==> config.mk <==
export PLATFORM = sky130hd
export DESIGN_NAME = beat_count_done_gen
export DESIGN_NICKNAME = d
export VERILOG_FILES = /design/src/rtl/beat_count_done_gen_pkg.sv /design/src/rtl/beat_count_done_gen.sv
export SDC_FILE = /design/constraint.sdc
export NUM_CORES = 1
export LEC_CHECK = 0
export CAP_MARGIN = 20
export CORE_MARGIN = 10
export CORE_UTILIZATION = 50
export CTS_CLUSTER_SIZE = 28
export DETAILED_ROUTE_END_ITERATION = 10
export MAX_ROUTING_LAYER = met4
export PLACE_DENSITY = 0.79
export SLEW_MARGIN = 20
export SYNTH_ARGS = -nofsm -noshare
export SYNTH_HDL_FRONTEND = slang
export SYNTH_SLANG_ARGS = --single-unit
==> constraint.sdc <==
create_clock -name CLK -period 2.1 [get_ports CLK]
set_input_delay 0.525 -clock CLK [delete_from_list [all_inputs] [get_ports CLK]]
set_output_delay 0.525 -clock CLK [all_outputs]
set_load 0.01 [all_outputs]
==> src/rtl/beat_count_done_gen_pkg.sv <==
// Shared control definitions for the beat counter: state encoding and width.
package beat_count_done_gen_pkg;

    localparam int STATE_W = 2;

    localparam logic [STATE_W-1:0] ST_IDLE = 2'd0;
    localparam logic [STATE_W-1:0] ST_RUN  = 2'd1;
    localparam logic [STATE_W-1:0] ST_FIN  = 2'd2;

endpackage : beat_count_done_gen_pkg

==> src/rtl/beat_count_done_gen.sv <==
// Programmable beat counter: counts accepted INC strobes up to a latched
// MAX_COUNT and emits a one-cycle DONE pulse after the final beat.
module beat_count_done_gen
    import beat_count_done_gen_pkg::*;
#(
    parameter int COUNT_W = 16
) (
    input  logic               CLK,
    input  logic               RESET,
    input  logic               START,
    input  logic [COUNT_W-1:0] MAX_COUNT,
    input  logic               INC,
    input  logic               STALL,
    output logic [COUNT_W-1:0] COUNT,
    output logic               BUSY,
    output logic               LAST,
    output logic               DONE
);

    logic [STATE_W-1:0] state_q, state_d;
    logic [COUNT_W-1:0] count_q, count_d;
    logic [COUNT_W-1:0] max_q,   max_d;
    logic               beat_acc;
    logic               at_max;

    assign at_max   = (count_q == max_q);
    assign beat_acc = (state_q == ST_RUN) && INC && !STALL;

    // Next-state, next-count and max capture; 2'd3 falls into default -> IDLE
    always_comb begin
        state_d = state_q;
        count_d = count_q;
        max_d   = max_q;
        case (state_q)
            ST_IDLE: begin
                count_d = '0;
                if (START) begin
                    max_d   = MAX_COUNT;
                    state_d = ST_RUN;
                end
            end
            ST_RUN: begin
                // START and MAX_COUNT are deliberately ignored mid-run
                if (beat_acc) begin
                    if (at_max) begin
                        count_d = '0;
                        state_d = ST_FIN;
                    end else begin
                        count_d = count_q + 1'b1;
                    end
                end
            end
            ST_FIN: begin
                count_d = '0;
                // Restart straight from FIN gives zero idle gap between runs
                if (START) begin
                    max_d   = MAX_COUNT;
                    state_d = ST_RUN;
                end else begin
                    state_d = ST_IDLE;
                end
            end
            default: begin
                count_d = '0;
                state_d = ST_IDLE;
            end
        endcase
    end

    // State register
    always_ff @(posedge CLK or negedge RESET) begin
        if (!RESET) begin
            state_q <= ST_IDLE;
        end else begin
            state_q <= state_d;
        end
    end

    // Beat index and latched run length
    always_ff @(posedge CLK or negedge RESET) begin
        if (!RESET) begin
            count_q <= '0;
            max_q   <= '0;
        end else begin
            count_q <= count_d;
            max_q   <= max_d;
        end
    end

    // Outputs decode straight from registers; no combinational input paths
    assign COUNT = count_q;
    assign BUSY  = (state_q == ST_RUN);
    assign DONE  = (state_q == ST_FIN);
    assign LAST  = BUSY && at_max;

endmodule : beat_count_done_gen

==> key figures, run 1 <==
Drt
  • Routed via count: 1578
  • Pre-antenna DRT Iters: 4
  • Routed wire length per instance: 16.5 µm
  • Number of DRC markers in iteration 0: 215
  • Routed Antenna Nets: 0
  • Post-Route WL: 4710 µm
  • Vias per cell: 5.52
  • # DRC: 0

Worst setup path
  • Crit-path max FO: 2
  • Arr. time, crit path: 1.74 ns
  • Worst setup SP type: register
  • CP Class: reg2out
  • FF-to-FF End: COUNT[14]$_DFFE_PN0P_
  • Reg2Reg Setup Slack: 0.21 ns
  • Critical path endpoint category: output port
  • Critical R2R Launch: max_q[15]$_DFFE_PN0P_
  • R2r worst-path depth: 6
  • Critical Path RT: 1.57 ns

STA
  • Setup TNS: -0.165 ns
  • Endpoints failing hold: 0
  • Final Critical Period: 2.27 ns
  • Final setup violation count: 1
  • Worst Tran Pin Value: 0.549 ns
  • Achievable Freq: 441 MHz
  • RSZ-0062 raised after global routing: true
  • Min Hold Slack: 0.538 ns
  • Slew headroom: 63.3%
  • Setup ws final: -0.165 ns
  • Slew Limit Fails: 0
  • Skew final: 0.0215 ns
  • Period utilisation layout: 108%

Synthesis
  • Post-synth EDFFs: 0
  • Post-synthesis adder-cell area fraction: 0.688%
  • Post-synth ARST share: 100%
  • Mapped Cells: 175
  • Mapped cell area: 1820 µm²
  • Register area share after synthesis: 46.8%
  • Largest family of logic cells by synthesized area: simple AND/OR/NAND/NOR gates
  • Simple-gate share of the synthesized area: 19.3%
  • Mux cell area share after synthesis: 9.90%
  • Netlist cell types: 34
  • Top FF cell, synth: dfrtp_1
  • Yosys warns: 0
  • Synth Area in XOR/XNOR: 7.70%
  • Synth Area in Compound Gates: 10.9%
  • Synth Register Bits: 34
  • Net Count, Synth: 197
  • Mean post-synth cell area: 10.4 µm²

Placement
  • Post-DP HPWL: 3530 µm
  • Area after DPL: 2410 µm²
  • Dpl ws: -0.321 ns
  • I/O Buffers: 39
  • DP Cell Count: 276
  • Gpl congestion: 0.939

Worst hold path
  • Hold Path End: max_q[12]$_DFFE_PN0P_
  • HP Start: max_q[12]$_DFFE_PN0P_
  • Hold Crit Class: reg2reg
  • Hold-critical path depth: 1

Power
  • Pwr Density: 841 nW/µm²
  • LEAKAGE: 1.11 nW
  • Peak supply drop: 571 µV
  • Clock share of power: 29.8%
  • Power, Total: 2.14 mW
  • Sequential share of power: 37.2%
  • Switching share of power: 30.0%
  • Cell Int Power: 1.50 mW
  • Gate power share: 33.0%
  • Switching pwr: 0.641 mW

Floorplanning
  • Chip height: 80.3 µm
  • Row Count: 21
  • Die footprint: 6450 µm²
  • # IOs: 40
  • CORE AREA: 3420 µm²
  • Die width: 80.3 µm
  • Initial Utilization: 53.3%

GRT
  • Total grt overflow: 0
  • Vias in the first global route: 1596
  • Largest net degree at the start of global routing: 35
  • Total GRT Usage: 16.0%
  • Wire length of the first global-routing pass: 7850 µm
  • Initial antenna violation count: 0

Clock tree
  • Worst-skew pair later-pin latency: 0.36 ns
  • H-tree depth: 2
  • Clock tree buffer depth: 2
  • CTS tree: done
  • Clock root buffer: clkbuf_4
  • Worst-path clk slew: 0.12 ns
  • CTS Buf Count: 5
  • Num Clock Sinks: 34

Final layout
  • Final #Nets: 261
  • Finished Core Util: 74.5%
  • Layout area overhead: 39.8%
  • Layout cells sized above 1: 26.7%
  • Post-Layout Cell Count: 286
  • Most frequent cells in the layout: clkdlybuf4s50_1 (37), dfrtp_1 (34), buf_4 (25)
  • Register area: 851 µm²
  • Fill count: 246
  • Post-Layout Inst Area: 2540 µm²
  • Diode count: 0
  • Multi-input logic area: 898 µm²
  • Commonest non-fill, non-tap cell in the layout: clkdlybuf4s50_1

Status
  • Failing checks: negative setup slack
  • Outcome: finished, violations left

Job
  • Max_cap viols: 0
## what timing repair did
| item | in CTS | in global routing |
|---|---|---|
| pin swaps | 2 | 2 |
| buffers inserted | 0 | 2 |
| gates resized for setup | 6 | 1 |
| cloned | 0 | 0 |
| hold buffers | 0 | 0 |
| setup endpoints to repair | 1 | 2 |
## state kept, by name, indices dropped and copies added, names as in the netlist
register  flops
COUNT        16
max_q        16
state_q       2
## synthesized netlist by cell type (3+ instances only)
library cell | n | area share, %
dfrtp_1 | 34 | 47
mux2_2 | 16 | 9.9
xor2_1 | 16 | 7.7
nand2_1 | 15 | 3.1
nor2_1 | 11 | 2.3
inv_1 | 8 | 1.7
nand4_1 | 7 | 2.4
nand3_1 | 6 | 1.7
o21ai_1 | 6 | 1.7
a31oi_1 | 5 | 1.7
o22ai_1 | 5 | 1.7
nor4_1 | 4 | 1.4
o21ai_0 | 4 | 1.1
or3_1 | 4 | 1.4
buf_6 | 3 | 1.9
nor2b_1 | 3 | 1.0
## power groups by stage
| stage | Clock [mW] | Combinational (mW) | Sequential [mW] |
|---|---|---|---|
| floorplan | 0 | 0.251 | 0.875 |
| global placement | 0 | 0.683 | 0.800 |
| detailed placement | 0 | 0.693 | 0.809 |
| CTS | 0.647 | 0.711 | 0.797 |
| global route | 0.672 | 0.786 | 0.804 |
| finish | 0.637 | 0.707 | 0.796 |
## area by class of cell
cell class,instances,area share [%]
tap,46,2.26
clock inverter,2,2.36
inverter,8,1.18
clock buffer,6,2.02
timing repair buffer,65,23.4
multi-input combinational,125,35.3
sequential,34,33.4
## how the worst max path moves through the flow
| stage | start | end | slack, ns | cells past startpoint |
|---|---|---|---|---|
| global placement | max_q[15]$_DFFE_PN0P_ | LAST | -0.31 | 5 |
| detailed placement | max_q[15]$_DFFE_PN0P_ | LAST | -0.32 | 5 |
| finish | max_q[15]$_DFFE_PN0P_ | LAST | -0.17 | 5 |
| floorplan | COUNT[12]$_DFFE_PN0P_ | LAST | 0.02 | 6 |
| global route | COUNT[6]$_DFFE_PN0P_ | LAST | -0.26 | 5 |
| CTS | COUNT[5]$_DFFE_PN0P_ | LAST | -0.21 | 5 |
## worst max-delay path: stages (launching register included)
cell     delay, ns
dfrtp_1       0.41
xor2_1        0.18
nor4_2        0.38
nand4_2       0.18
nor2_2        0.10
buf_2         0.14
## cells by family after synthesis
family | Yosys count
xor gates and xnor gates | 16
muxes | 16
adders and majority gates | 1
DFF | 34
and+or+nand+nor | 62
AOI/OAI and AO/OA | 30
buffers and inverters | 16
## per-layer routing
layer | up-vias | part of all wire (%) | track usage [%]
met3 | 10 | 6.7 | 3.56
met4 | 0 | 2.0 | 7.04
met2 | 55 | 49 | 24.6
met1 | 747 | 43 | 19.7
met5 | - | 0 | -
li1 | 766 | - | -
No activity file was read; power rests on OpenSTA's default activity.
==> inputs of run 2 (changes only) <==
--- a/config.mk
+++ b/config.mk
@@ -6,7 +6,7 @@
 export NUM_CORES = 1
 export LEC_CHECK = 0
 export CAP_MARGIN = 20
-export CORE_MARGIN = 10
+export CORE_MARGIN = 2
 export CORE_UTILIZATION = 50
 export CTS_CLUSTER_SIZE = 28
 export DETAILED_ROUTE_END_ITERATION = 10
==> run 2 against run 1 <==
  * The flow still finishes with violations (negative setup slack)
  * Die area shrank 36%
  * Register-to-register slack worse by 0.10 ns
  * Final area shrank 1.1%
  * First-iteration DRC count fell by 72%
  * Cell count up 0.70%
  * Combinational power is 2% higher
  * Global-route usage up 8.7 points
  * Critical path depth grew 1
  * Highest routed layer unchanged
==> key figures, run 2 (synthesis gave the netlist of run 1 again) <==
Clock tree
  • Hold_buf cts: 0
  • CTS Buf Count: 5
  • Num Clock Sinks: 34
  • CTS tree: done
  • Worst-skew pair later-pin latency: 0.34 ns
  • Clock root buffer: clkbuf_4
  • Worst-path clk slew: 0.10 ns
  • H-tree depth: 2
  • Clock tree buffer depth: 2

Worst setup path
  • FF-to-FF End: COUNT[14]$_DFFE_PN0P_
  • Crit path to: LAST
  • Worst path cell trace: xor2_1 > nor4_1 > buf_4 > nand4_4 > nor2_2 > buf_2
  • Critical R2R Launch: COUNT[1]$_DFFE_PN0P_
  • Crit-path max FO: 2
  • Critical path endpoint category: output port
  • CP Class: reg2out
  • Arr. time, crit path: 1.71 ns
  • Reg2Reg Setup Slack: 0.11 ns
  • Crit-path slowest cell: dfrtp_1
  • R2r worst-path depth: 8
  • Worst setup SP type: register
  • Critical Path RT: 1.57 ns
  • Worst setup path start: COUNT[1]$_DFFE_PN0P_
  • CP peak stage delay: 0.40 ns

STA
  • Skew final: 0.0121 ns
  • Setup ws final: -0.134 ns
  • Endpoints failing hold: 0
  • Final Critical Period: 2.23 ns
  • Slew Limit Fails: 0
  • Worst Tran Pin Value: 0.505 ns
  • Setup TNS: -0.134 ns
  • Achievable Freq: 448 MHz
  • Final setup violation count: 1
  • Period utilisation layout: 106%
  • RSZ-0062 raised after global routing: true
  • Slew headroom: 66.2%

Power
  • Power, Total: 1.90 mW
  • Pwr Density: 754 nW/µm²
  • LEAKAGE: 1.10 nW
  • Peak supply drop: 523 µV

Worst hold path
  • Hold Crit Class: reg2reg

Status
  • Outcome: finished, violations left
  • Failing checks: negative setup slack

Final layout
  • Layout cells sized above 1: 26.4%
  • Commonest non-fill, non-tap cell in the layout: clkdlybuf4s50_1
  • Multi-input logic area: 910 µm²
  • Most frequent cells in the layout: clkdlybuf4s50_1 (38), dfrtp_1 (34), buf_4 (27)
  • Register area: 851 µm²
  • Final #Nets: 263
  • Fill count: 261
  • Finished Core Util: 73.7%
  • Diode count: 0
  • Layout area overhead: 38.3%

Floorplanning
  • Chip height: 64.3 µm
  • # IOs: 40
  • CORE AREA: 3420 µm²
  • Die footprint: 4140 µm²
  • Die width: 64.3 µm
  • Initial Utilization: 53.3%
  • Row Count: 21

Placement
  • I/O Buffers: 39
  • Post-DP HPWL: 3310 µm
  • Gpl congestion: 0.884

Drt
  • Number of DRC markers in iteration 0: 61
  • Vias per cell: 5.58
  • Routed via count: 1607
  • Routed wire length per instance: 15.7 µm
  • Pre-antenna DRT Iters: 4
  • Routed Antenna Nets: 0
  • Post-Route WL: 4510 µm
  • # DRC: 0

GRT
  • Wire length of the first global-routing pass: 7520 µm
  • Total grt overflow: 0
  • Total GRT Usage: 24.7%
  • Largest net degree at the start of global routing: 35
  • Initial antenna violation count: 0
  • Vias in the first global route: 1551

Job
  • Max_cap viols: 0
-- run 2: changes by cell type in the layout (fill, tap and decap cells not counted), sizes merged --
cell           before  now
bufinv              2    0
clkinv              0    1
clkbuf              6    7
dlymetal6s2s        1    0
clkdlybuf4s50      37   38
buf                27   29
-- run 2: per-layer routing --
layer | share of wire, % | GRT usage, %
met2 | 50 | 40.8
met5 | 0 | -
met1 | 42 | 30.9
met4 | 1.9 | 7.18
met3 | 5.6 | 5.11
-- run 2: metrics by stage --
| stage | worst slack, ns | area [µm²] | hold WS (ns) | std cells |
|---|---|---|---|---|
| finish | -0.134 | 2520 | 0.539 | 288 |
| global route | -0.198 | 2520 | 0.573 | 288 |
| CTS | -0.184 | 2500 | 0.544 | 286 |
| detailed placement | -0.352 | 2410 | 0.521 | 277 |
| global placement | -0.302 | 2410 | 0.510 | 277 |
| floorplan | 0.0157 | 1820 | 0.229 | 175 |
-- run 2: report_power, final --
part	total, mW	internal (mW)	switching, mW
Combinational	0.724	0.374	0.350
Sequential	0.793	0.734	0.0589
Clock	0.379	0.162	0.217
Total	1.90	1.27	0.626
-- run 2: how the worst min path moves through the flow --
stage | slack, ns | startpoint | end | cells past startpoint
global placement | 0.51 | max_q[8]$_DFFE_PN0P_ | max_q[8]$_DFFE_PN0P_ | 1
floorplan | 0.23 | RESET | COUNT[0]$_DFFE_PN0P_ | 0
CTS | 0.54 | max_q[12]$_DFFE_PN0P_ | max_q[12]$_DFFE_PN0P_ | 1
global route | 0.57 | max_q[2]$_DFFE_PN0P_ | max_q[2]$_DFFE_PN0P_ | 1
detailed placement | 0.52 | max_q[15]$_DFFE_PN0P_ | max_q[15]$_DFFE_PN0P_ | 1
finish | 0.54 | max_q[15]$_DFFE_PN0P_ | max_q[15]$_DFFE_PN0P_ | 1
-- run 2: cell type report --
cell class	count	area share (%)
Clock inverter	1	0.199
Clock buffer	7	2.19
Inverter	8	1.19
Sequential cell	34	33.8
Multi-Input combinational cell	125	36.2
Tap cell	46	2.29
Timing Repair Buffer	67	24.2
-- run 2: repair_timing --
action,in CTS,in global routing
pin swaps,3,4
setup endpoints to repair,1,1
buffers inserted,1,2
gates resized for setup,7,0
endpoints found under the hold margin,0,0
-- run 2: critical path: cells and delay by family (launching register included) --
family,cells,cell delay [ns]
xor+xnor,1,0.16
buf+inv,2,0.31
flops,1,0.40
simple gates,3,0.52
